===== src/rtl/ksa.sv =====
// RC4 key-scheduling engine: permutes an identity-loaded 256x8 S memory in place,
// four cycles per index (read S[i], read S[j], write S[i], write S[j]).
module ksa (
    input  logic        clk,
    input  logic        rst,
    input  logic        en,
    output logic        rdy,
    input  logic [23:0] key,
    output logic [7:0]  addr,
    input  logic [7:0]  rddata,
    output logic [7:0]  wrdata,
    output logic        wren
);

    typedef enum logic [2:0] {
        IDLE = 3'd0,
        RD_I = 3'd1,
        RD_J = 3'd2,
        WR_I = 3'd3,
        WR_J = 3'd4
    } state_t;

    state_t      r_state;
    logic        r_rdy;
    logic        r_wren;
    logic [7:0]  r_i;
    logic [7:0]  r_j;
    logic [7:0]  r_si;
    logic [1:0]  r_kidx;
    logic [23:0] r_key;

    logic [7:0]  w_kb;
    logic [7:0]  w_j_next;
    logic [7:0]  w_addr;
    logic [7:0]  w_wrdata;

    // Key byte selected by i mod 3, tracked with a small wrap counter.
    always_comb begin
        w_kb = 8'd0;
        case (r_kidx)
            2'd0:    w_kb = r_key[23:16];
            2'd1:    w_kb = r_key[15:8];
            default: w_kb = r_key[7:0];
        endcase
    end

    assign w_j_next = r_j + rddata + w_kb;

    // addr/wrdata must follow rddata in the same cycle to keep four cycles per index.
    always_comb begin
        w_addr   = 8'd0;
        w_wrdata = 8'd0;
        case (r_state)
            RD_I: begin
                w_addr   = r_i;
                w_wrdata = 8'd0;
            end
            RD_J: begin
                w_addr   = w_j_next;
                w_wrdata = 8'd0;
            end
            WR_I: begin
                w_addr   = r_i;
                w_wrdata = rddata;
            end
            WR_J: begin
                w_addr   = r_j;
                w_wrdata = r_si;
            end
            default: begin
                w_addr   = 8'd0;
                w_wrdata = 8'd0;
            end
        endcase
    end

    // Sequencer: index/j bookkeeping, key latch, ready and write strobes.
    always_ff @(posedge clk or posedge rst) begin
        if (rst) begin
            r_state <= IDLE;
            r_rdy   <= 1'b1;
            r_wren  <= 1'b0;
            r_i     <= 8'd0;
            r_j     <= 8'd0;
            r_si    <= 8'd0;
            r_kidx  <= 2'd0;
            r_key   <= 24'd0;
        end else begin
            case (r_state)
                IDLE: begin
                    if (en) begin
                        r_state <= RD_I;
                        r_rdy   <= 1'b0;
                        r_i     <= 8'd0;
                        r_j     <= 8'd0;
                        r_kidx  <= 2'd0;
                        r_key   <= key;
                    end
                end
                RD_I: begin
                    r_state <= RD_J;
                end
                RD_J: begin
                    r_si    <= rddata;
                    r_j     <= w_j_next;
                    r_wren  <= 1'b1;
                    r_state <= WR_I;
                end
                WR_I: begin
                    r_state <= WR_J;
                end
                WR_J: begin
                    r_wren <= 1'b0;
                    if (r_i == 8'd255) begin
                        r_state <= IDLE;
                        r_rdy   <= 1'b1;
                    end else begin
                        r_i     <= r_i + 8'd1;
                        r_kidx  <= (r_kidx == 2'd2) ? 2'd0 : (r_kidx + 2'd1);
                        r_state <= RD_I;
                    end
                end
                default: begin
                    r_state <= IDLE;
                    r_rdy   <= 1'b1;
                    r_wren  <= 1'b0;
                end
            endcase
        end
    end

    assign rdy    = r_rdy;
    assign wren   = r_wren;
    assign addr   = w_addr;
    assign wrdata = w_wrdata;

endmodule


===== config.mk =====
export PLATFORM = sky130hd
export DESIGN_NAME = ksa
export DESIGN_NICKNAME = d
export VERILOG_FILES = /design/src/rtl/ksa.sv
export SDC_FILE = /design/constraint.sdc
export NUM_CORES = 1
export LEC_CHECK = 0
export CAP_MARGIN = 20
export CORE_MARGIN = 5
export CORE_UTILIZATION = 56
export CTS_CLUSTER_SIZE = 10
export DETAILED_ROUTE_END_ITERATION = 8
export PLACE_DENSITY = 0.92
export SLEW_MARGIN = 20
export SYNTH_ARGS = -nofsm -noshare
export SYNTH_HDL_FRONTEND = slang
export SYNTH_SLANG_ARGS = --single-unit

===== constraint.sdc =====
create_clock -name clk -period 10.59 [get_ports clk]
set_input_delay 2.118 -clock clk [delete_from_list [all_inputs] [get_ports clk]]
set_output_delay 2.118 -clock clk [all_outputs]
set_load 0.01 [all_outputs]

==> results_dict.tcl, run 1 <==
set metrics [dict create \
    p_total_mw 1.31 \
    synth_xor_xnor_area_share 0.0348 \
    p_leak_nw 1.56 \
    grt_max_degree 56 \
    initial_core_util 0.584 \
    synthSimpleGateAreaFrac 0.142 \
    dp_hpwl_um 4720 \
    cts_buffers 5 \
    ys_seq_elements 55 \
    grt.overflow.total 0 \
    hold_slack_ns 0.494 \
    worstSetupPathType "input pin to output port" \
    pin_count 53 \
    cts_tree "built" \
    slew_violations 0 \
    syn_inst 297 \
    clkTransAtPathRegs_ns 0.10 \
    pre_cts_ws_ns 3.18 \
    status "complete, no violations" \
    reg2regPathDepth 11 \
    cp.arrival_ns 5.31 \
    yosys_warnings 0 \
    fmax_mhz 135 \
    grt_pass1_wl_um 11100 \
    cp-start-kind "input pin" \
    grtUsageTotal 0.196 \
    multiInputGateArea_um2 1550 \
    worst-slew-pin-transition_ns 0.830 \
    num-nets-final 391 \
    diodes 0 \
    grt_pass1_vias 2427 \
    maxCapViolCount 0 \
    peakVddDrop_mv 0.177 \
    cp.required_ns 8.47 \
    reg2reg_to "r_j[7]" \
    fillers 377 \
    place_area_um2 3570 \
    die-area_um2 6970 \
    post_cts_buffers 0 \
    min_period_over_period 0.701 \
    die_w_um 83.5 \
    die_y_um 83.5 \
    htreeDepth 2 \
    powerDensity_nw_per_um2 357 \
    ant_nets 0 \
    relSlewSlack 0.446 \
    ys_async_sr_fraction 1.00 \
    antenna_found_initial 0 \
    core_area_um2 5170 \
    fp-row-count 26 \
    wl_per_cell_um 15.8 \
    drt_first_pass_iters 4 \
    wl_um 6510 \
    final_area_um2 3690 \
    cts_resized 0 \
    first_iter_violations 163 \
    synthMuxAreaShare 0.120 \
    synth_top_area_cell "dfrtp_1" \
    synth_top_cell_area_share 0.447 \
    synth-compound-area-share 0.134 \
    fin_skew_ns 0.00492 \
    r2r_start "r_kidx[0]" \
    setup_viol_count_final 0 \
    fin_setup_tns_ns 0 \
    gp_congestion 0.914 \
    drcViolationCount 0 \
    fin_crit_ns 7.43 \
    synth_top_family_by_area "simple AND/OR/NAND/NOR gates" \
    clockRootBuffer "clkbuf_8" \
    hold_depth 2 \
    syn_area_um2 3020 \
    synth_fa_ha_area_frac 0.0820 \
    min_path_type "register to register" \
    synth_edf_count 0 \
    layout-drive-gt1-share 0.117 \
    ctsHoldBuffers 0 \
    startpoint "rddata[1]" \
    viasPerCell 5.74 \
    synthFlopType "dfrtp_1" \
    layout_commonest_cell "nand2_1" \
    path_max_fanout 3 \
    syn_avg_cell_area_um2 10.2 \
    worstSetupEndpointType "output port" \
    cts_num_sinks 55 \
    seq_area_um2 1380 \
    rsz0062_at_grt "no" \
    cts.path.max_buffers 2 \
    yosysSeqAreaShare 0.456 \
    synthTopCellsByArea "dfrtp_1, mux2_2, nand2_1, fa_1, a22o_1" \
    finalHoldViolCount 0 \
    clk_latency_ns 0.31 \
    ff2ff_setup_slack_ns 7.10 \
    mostFrequentLayoutCells "nand2_1, dfrtp_1, clkdlybuf4s50_1" \
    port_buffers 52 \
    synthToLayoutAreaGrowth_pct 21.9 \
    timing.final.ws_setup_ns 3.16 \
    vias 2364 \
    syn_nets 347 \
    synth_cell_type_count 41 \
    min_from "r_si[0]" \
    holdPathEnd "r_si[0]" \
]
## synthesized netlist by cell type, types with 5 or more instances
cell	number
clkbuf_1	9
nand2_1	55
o21ai_0	19
mux2_2	25
a22o_1	13
a22oi_1	6
fa_1	8
inv_1	7
a21oi_1	10
mux2i_1	8
dfrtp_1	54
o22ai_1	5
ha_1	7
nor2_1	19
xnor2_1	8
## worst max-delay path, cell delays in order
cell             delay (ns)
clkdlybuf4s50_1        0.47
fa_1                   0.49
ha_1                   0.24
fa_1                   0.41
a21o_1                 0.19
a21oi_1                0.20
nand2b_1               0.16
a21oi_1                0.08
xnor2_1                0.15
o21ai_0                0.21
clkdlybuf4s50_1        0.59
## sequential cells by signal, summed over array words and instances (netlist names)
| signal | count |
|---|---|
| r_key | 24 |
| r_i | 8 |
| r_j | 8 |
| r_si | 8 |
| r_state | 3 |
| r_kidx | 2 |
| rdy | 1 |
| wren | 1 |
## kinds of logic (layout without fill, tap and decap cells)
| group | after synthesis | after routing |
|---|---|---|
| xor gates and xnor gates | 12 | 12 |
| muxes | 33 | 33 |
| DFF | 55 | 55 |
| and+or+nand+nor | 97 | 97 |
| buffers and inverters | 23 | 68 |
| AOI/OAI and AO/OA | 62 | 62 |
| adders and majority gates | 15 | 15 |
## worst max path at each step
stage                   end  slack, ns  cells after the start
global route        addr[7]       2.99                     11
global placement    addr[7]       3.22                     11
finish              addr[7]       3.16                     11
detailed placement  addr[7]       3.18                     11
CTS                 addr[7]       3.16                     11
floorplan           addr[7]       4.32                      9
## power breakdown
part | internal (mW) | switching (mW) | leakage (nW) | total (mW)
registers | 0.303 | 0.0918 | 0.680 | 0.395
clock network | 0.0718 | 0.0717 | 0.0587 | 0.143
logic | 0.384 | 0.392 | 0.820 | 0.776
## per-stage QoR
step                 util  cells
floorplan               -    297
global placement    0.690    404
detailed placement  0.690    404
CTS                 0.713    412
global route        0.713    412
finish              0.713    412
## final cells by class
class / instances / share of cell area
clock inverters: 3 / 0.0129
clock buffers: 5 / 0.0187
multi-input cells: 219 / 0.420
repair buffers: 53 / 0.143
flip-flops and latches: 55 / 0.374
inverters: 7 / 0.00781
well taps: 70 / 0.0238
## routing by layer
metal	GRT usage	share of wire
met5	0	0
met4	0.0643	0.018
met3	0.0395	0.056
met2	0.337	0.50
met1	0.246	0.42
(Power assumes the default switching activity.)
==> inputs of run 2 (changes only) <==
--- a/config.mk
+++ b/config.mk
@@ -7,10 +7,10 @@
 export LEC_CHECK = 0
 export CAP_MARGIN = 20
 export CORE_MARGIN = 5
-export CORE_UTILIZATION = 56
+export CORE_UTILIZATION = 48
 export CTS_CLUSTER_SIZE = 10
 export DETAILED_ROUTE_END_ITERATION = 8
-export PLACE_DENSITY = 0.92
+export PLACE_DENSITY = 0.85
 export SLEW_MARGIN = 20
 export SYNTH_ARGS = -nofsm -noshare
 export SYNTH_HDL_FRONTEND = slang
==> constraint.sdc (replaced) <==
create_clock -name clk -period 6.44 [get_ports clk]
set_input_delay 1.288 -clock clk [delete_from_list [all_inputs] [get_ports clk]]
set_output_delay 1.288 -clock clk [all_outputs]
set_load 0.01 [all_outputs]
==> results_dict.tcl, run 2 (synthesized netlist as in run 1, its figures left out) <==
set metrics [dict create \
    status "complete, no violations" \
    cp.arrival_ns 4.52 \
    reg2regPathDepth 11 \
    drt_first_pass_iters 4 \
    drcViolationCount 0 \
    initial_core_util 0.484 \
    clockRootBuffer "clkbuf_8" \
    cts_tree "built" \
    grtUsageTotal 0.181 \
    grt_pass1_wl_um 11100 \
    synthToLayoutAreaGrowth_pct 21.6 \
    num-nets-final 392 \
    clkTransAtPathRegs_ns 0.10 \
    top_register "r_key" \
    placedCellCount 412 \
    combPwrFrac 0.596 \
    ant_nets 0 \
    cp.required_ns 5.15 \
    fin_setup_tns_ns 0 \
    diodes 0 \
    holdPathEnd "r_si[1]" \
    cp-start-kind "input pin" \
    pin_count 53 \
    ctsHoldBuffers 0 \
    dp_hpwl_um 4960 \
    hold_depth 2 \
    largest_reg_flops 24 \
    die_y_um 89.4 \
    first_iter_violations 121 \
    min_period_over_period 0.901 \
    grt_pass1_vias 2337 \
    layout_commonest_cell "nand2_1" \
    worstSetupPathType "input pin to output port" \
    r2r_start "r_kidx[0]" \
    clk_latency_ns 0.33 \
    post-route-util 0.589 \
    fin_crit_ns 5.80 \
    peakVddDrop_mv 0.416 \
    mostFrequentLayoutCells "nand2_1, dfrtp_1, clkdlybuf4s50_1" \
    cts_buffers 5 \
    p_leak_nw 1.55 \
    reg2reg_to "r_j[7]" \
    viasPerCell 5.54 \
    worst-slew-pin-transition_ns 0.790 \
    die-area_um2 7990 \
    layout-drive-gt1-share 0.120 \
    hold_slack_ns 0.486 \
    fp-row-count 29 \
    relSlewSlack 0.473 \
    startpoint "rddata[1]" \
    p_total_mw 2.11 \
    instances_no_fill 420 \
    cts_resized 0 \
    worstSetupEndpointType "output port" \
    ff2ff_setup_slack_ns 3.01 \
    slew_violations 0 \
    cts_num_sinks 55 \
    gp_congestion 0.790 \
    vias 2326 \
    path_max_fanout 3 \
    fmax_mhz 172 \
    min_from "r_si[1]" \
    grt_max_degree 56 \
    powerDensity_nw_per_um2 574 \
    port_buffers 52 \
    power.share.switching 0.427 \
    die_w_um 89.4 \
    grt.overflow.total 0 \
    power_switching_mw 0.902 \
    maxCapViolCount 0 \
    antenna_found_initial 0 \
    finalHoldViolCount 0 \
    wl_per_cell_um 15.8 \
    p_clk_frac 0.097 \
    wl_um 6630 \
    fin_skew_ns 0.00714 \
    cts.path.max_buffers 2 \
    min_path_type "register to register" \
    internal_power_mw 1.21 \
    core_area_um2 6240 \
    post_cts_buffers 0 \
    htreeDepth 2 \
    rsz0062_at_grt "no" \
    power.share.sequential 0.308 \
    setup_viol_count_final 0 \
]
==> run 2: cell count changes in the layout (fill, tap and decap cells not counted), sizes merged <==
| cell | change |
|---|---|
| inv | +1 |
| bufinv | -1 |
| buf | +1 |
==> run 2: power groups by stage <==
stage	clock network, mW	registers [mW]	logic, mW
finish	0.204	0.650	1.26
global route	0.218	0.675	1.41
CTS	0.206	0.649	1.27
detailed placement	0	0.657	1.26
global placement	0	0.647	1.21
floorplan	0	0.577	0.961
==> run 2: layer usage <==
layer	track usage	vias to the layer above	part of all wire	wire (um)
met3	0.0396	11	0.055	365
met1	0.234	1133	0.44	2910
met2	0.296	66	0.49	3220
met5	0	-	0	0
met4	0.0717	0	0.020	133
li1	-	1116	-	-
==> run 2: how the worst max path moves through the flow <==
stage / end / slack [ns] / depth (start not counted)
after floorplan: addr[7] / 1.83 / 9
after detailed placement: addr[7] / 0.62 / 11
final: addr[7] / 0.64 / 11
after global routing: addr[7] / 0.48 / 11
after global placement: addr[7] / 0.69 / 11
after CTS: addr[7] / 0.60 / 11
==> run 2: cell type report <==
type | count | area (um2)
clock inverter | 3 | 22.5
tap | 77 | 96.3
inverter | 7 | 26.3
multi-input combinational | 219 | 1550
fill | 536 | 2570
sequential | 55 | 1380
clock buffer | 5 | 68.8
timing repair buffer | 54 | 536
==> run 2: through the flow <==
stage / cell area [um2] / setup slack [ns]
after CTS: 3670 / 0.604
after global routing: 3670 / 0.480
after floorplan: 3020 / 1.83
after global placement: 3580 / 0.686
after detailed placement: 3580 / 0.618
final: 3670 / 0.635
==> run 2: critical path: stages <==
cell and delay [ns]:
clkdlybuf4s50_1 0.48, fa_1 0.49, ha_1 0.24, fa_1 0.41, a21o_1 0.20, a21oi_1 0.19, nand2b_1 0.16, a21oi_1 0.09
xnor2_1 0.14, o21ai_0 0.24, clkdlybuf4s50_1 0.60
==> inputs of run 3 (changes only) <==
--- a/config.mk
+++ b/config.mk
@@ -7,10 +7,10 @@
 export LEC_CHECK = 0
 export CAP_MARGIN = 20
 export CORE_MARGIN = 5
-export CORE_UTILIZATION = 48
+export CORE_UTILIZATION = 45
 export CTS_CLUSTER_SIZE = 10
 export DETAILED_ROUTE_END_ITERATION = 8
-export PLACE_DENSITY = 0.85
+export PLACE_DENSITY = 0.81
 export SLEW_MARGIN = 20
 export SYNTH_ARGS = -nofsm -noshare
 export SYNTH_HDL_FRONTEND = slang
==> results_dict.tcl, run 3 (synthesized netlist as in run 1, its figures left out) <==
set metrics [dict create \
    status "complete, no violations" \
    cts.path.max_buffers 2 \
    internal_power_mw 1.22 \
    wl_um 6710 \
    critical_path.max_stage_delay_ns 0.59 \
    viasPerCell 5.47 \
    cts_buffers 5 \
    cts_num_sinks 55 \
    cp_num_buf_inv 2 \
    layout_commonest_cell "nand2_1" \
    top_register "r_key" \
    pin_count 53 \
    post_cts_buffers 0 \
    powerDensity_nw_per_um2 576 \
    clockRootBuffer "clkbuf_8" \
    cp.arrival_ns 4.50 \
    wl_per_cell_um 16.0 \
    worstSetupEndpointType "output port" \
    worstSetupPathType "input pin to output port" \
    diodes 0 \
    finalHoldViolCount 0 \
    initial_core_util 0.468 \
    power_switching_mw 0.901 \
    final_area_um2 3680 \
    worstPathCellList "clkdlybuf4s50_1, fa_1, ha_1, fa_1, a21o_1, a21oi_1, nand2b_1, a21oi_1, xnor2_1, o21ai_0, clkdlybuf4s50_1" \
    setup_viol_count_final 0 \
    instances_no_fill 420 \
    peakVddDrop_mv 0.224 \
    rsz0062_at_grt "no" \
    clkTransAtPathRegs_ns 0.10 \
    power.share.sequential 0.307 \
    ant_nets 0 \
    post-route-util 0.570 \
    seq_area_um2 1380 \
    fmax_mhz 173 \
    core_area_um2 6460 \
    min_path_type "register to register" \
    die-area_um2 8460 \
    clk_latency_ns 0.31 \
    multiInputGateArea_um2 1550 \
    cts_resized 0 \
    fin_skew_ns 0.00350 \
    relSlewSlack 0.454 \
    first_iter_violations 163 \
    ctsHoldBuffers 0 \
    p_leak_nw 1.55 \
    die_w_um 92.0 \
    cts_tree "built" \
    min_period_over_period 0.899 \
    grt_pass1_wl_um 11400 \
    antenna_found_initial 0 \
    path_max_fanout 3 \
    synthToLayoutAreaGrowth_pct 21.8 \
    grt_pass1_vias 2357 \
    slew_violations 0 \
    cp_slowest_cell "clkdlybuf4s50_1" \
    mostFrequentLayoutCells "nand2_1, dfrtp_1, clkdlybuf4s50_1" \
    combPwrFrac 0.597 \
    layout-drive-gt1-share 0.120 \
    grt_max_degree 56 \
    fp-row-count 29 \
    p_clk_frac 0.096 \
    dp_hpwl_um 4960 \
    gp_congestion 0.826 \
    crit_family "adder cells" \
    num-nets-final 392 \
    largest_reg_flops 24 \
    grt.overflow.total 0 \
    fillers 571 \
    die_y_um 92.0 \
    drt_first_pass_iters 4 \
    cp.required_ns 5.15 \
    htreeDepth 2 \
    vias 2298 \
    port_buffers 52 \
    p_total_mw 2.12 \
    cp-start-kind "input pin" \
    worst-slew-pin-transition_ns 0.819 \
    fin_setup_tns_ns 0 \
    fin_crit_ns 5.79 \
    grtUsageTotal 0.166 \
    power.share.switching 0.425 \
    placedCellCount 412 \
    drcViolationCount 0 \
    maxCapViolCount 0 \
    place_area_um2 3580 \
]
[run 3: worst reg2reg max path, stage by stage (launching register included)]
cell and delay (ns):
dfrtp_1 0.69, mux2i_1 0.17, o21ai_0 0.39, fa_1 0.52
ha_1 0.24, fa_1 0.40, a21o_1 0.19, a21oi_1 0.16
nand2b_1 0.15, a21oi_1 0.09, xnor2_1 0.20, o2bb2ai_1 0.09
[run 3: layout make-up]
cell class / count / area share
clock inverters: 2 / 0.00442
repair buffers: 54 / 0.145
multi-input cells: 219 / 0.420
flip-flops and latches: 55 / 0.374
inverters: 7 / 0.00714
well taps: 77 / 0.0262
clock buffers: 6 / 0.0224
[run 3: per-stage QoR]
step / setup slack (ns) / hold slack (ns)
3_3_place_gp: 0.690 / 0.460
4_1_cts: 0.633 / 0.492
6_report: 0.648 / 0.487
2_1_floorplan: 1.83 / 0.446
5_1_grt: 0.565 / 0.516
3_5_place_dp: 0.640 / 0.468
[run 3: metal layers]
layer | vias to the layer above | global-route usage | part of all wire
met5 | - | 0 | 0
met2 | 71 | 0.280 | 0.49
met4 | 0 | 0.0446 | 0.010
met3 | 8 | 0.0401 | 0.061
met1 | 1107 | 0.215 | 0.44
li1 | 1112 | - | -
[run 3: path summary, 6_finish.rpt]
| check | start | end | slack (ns) | cells past startpoint |
|---|---|---|---|---|
| worst min-delay path | r_si[1] | r_si[1] | 0.49 | 2 |
| max in group asynchronous | rst | r_j[1] | 4.51 | 3 |
| min in group asynchronous | rst | r_key[16] | 1.48 | 3 |
| worst min register to register | r_si[1] | r_si[1] | 0.49 | 2 |
| worst max-delay path | rddata[1] | addr[7] | 0.65 | 11 |
| worst max register to register | r_kidx[0] | r_j[7] | 3.04 | 11 |
[run 3: power groups by stage]
stage                     Sequential (mW)  Combinational (mW)  Clock [mW]
after CTS                           0.650                1.27       0.210
final                               0.651                1.27       0.203
after detailed placement            0.658                1.27           0
after global placement              0.649                1.22           0
after floorplan                     0.577               0.961           0
after global routing                0.677                1.41       0.224
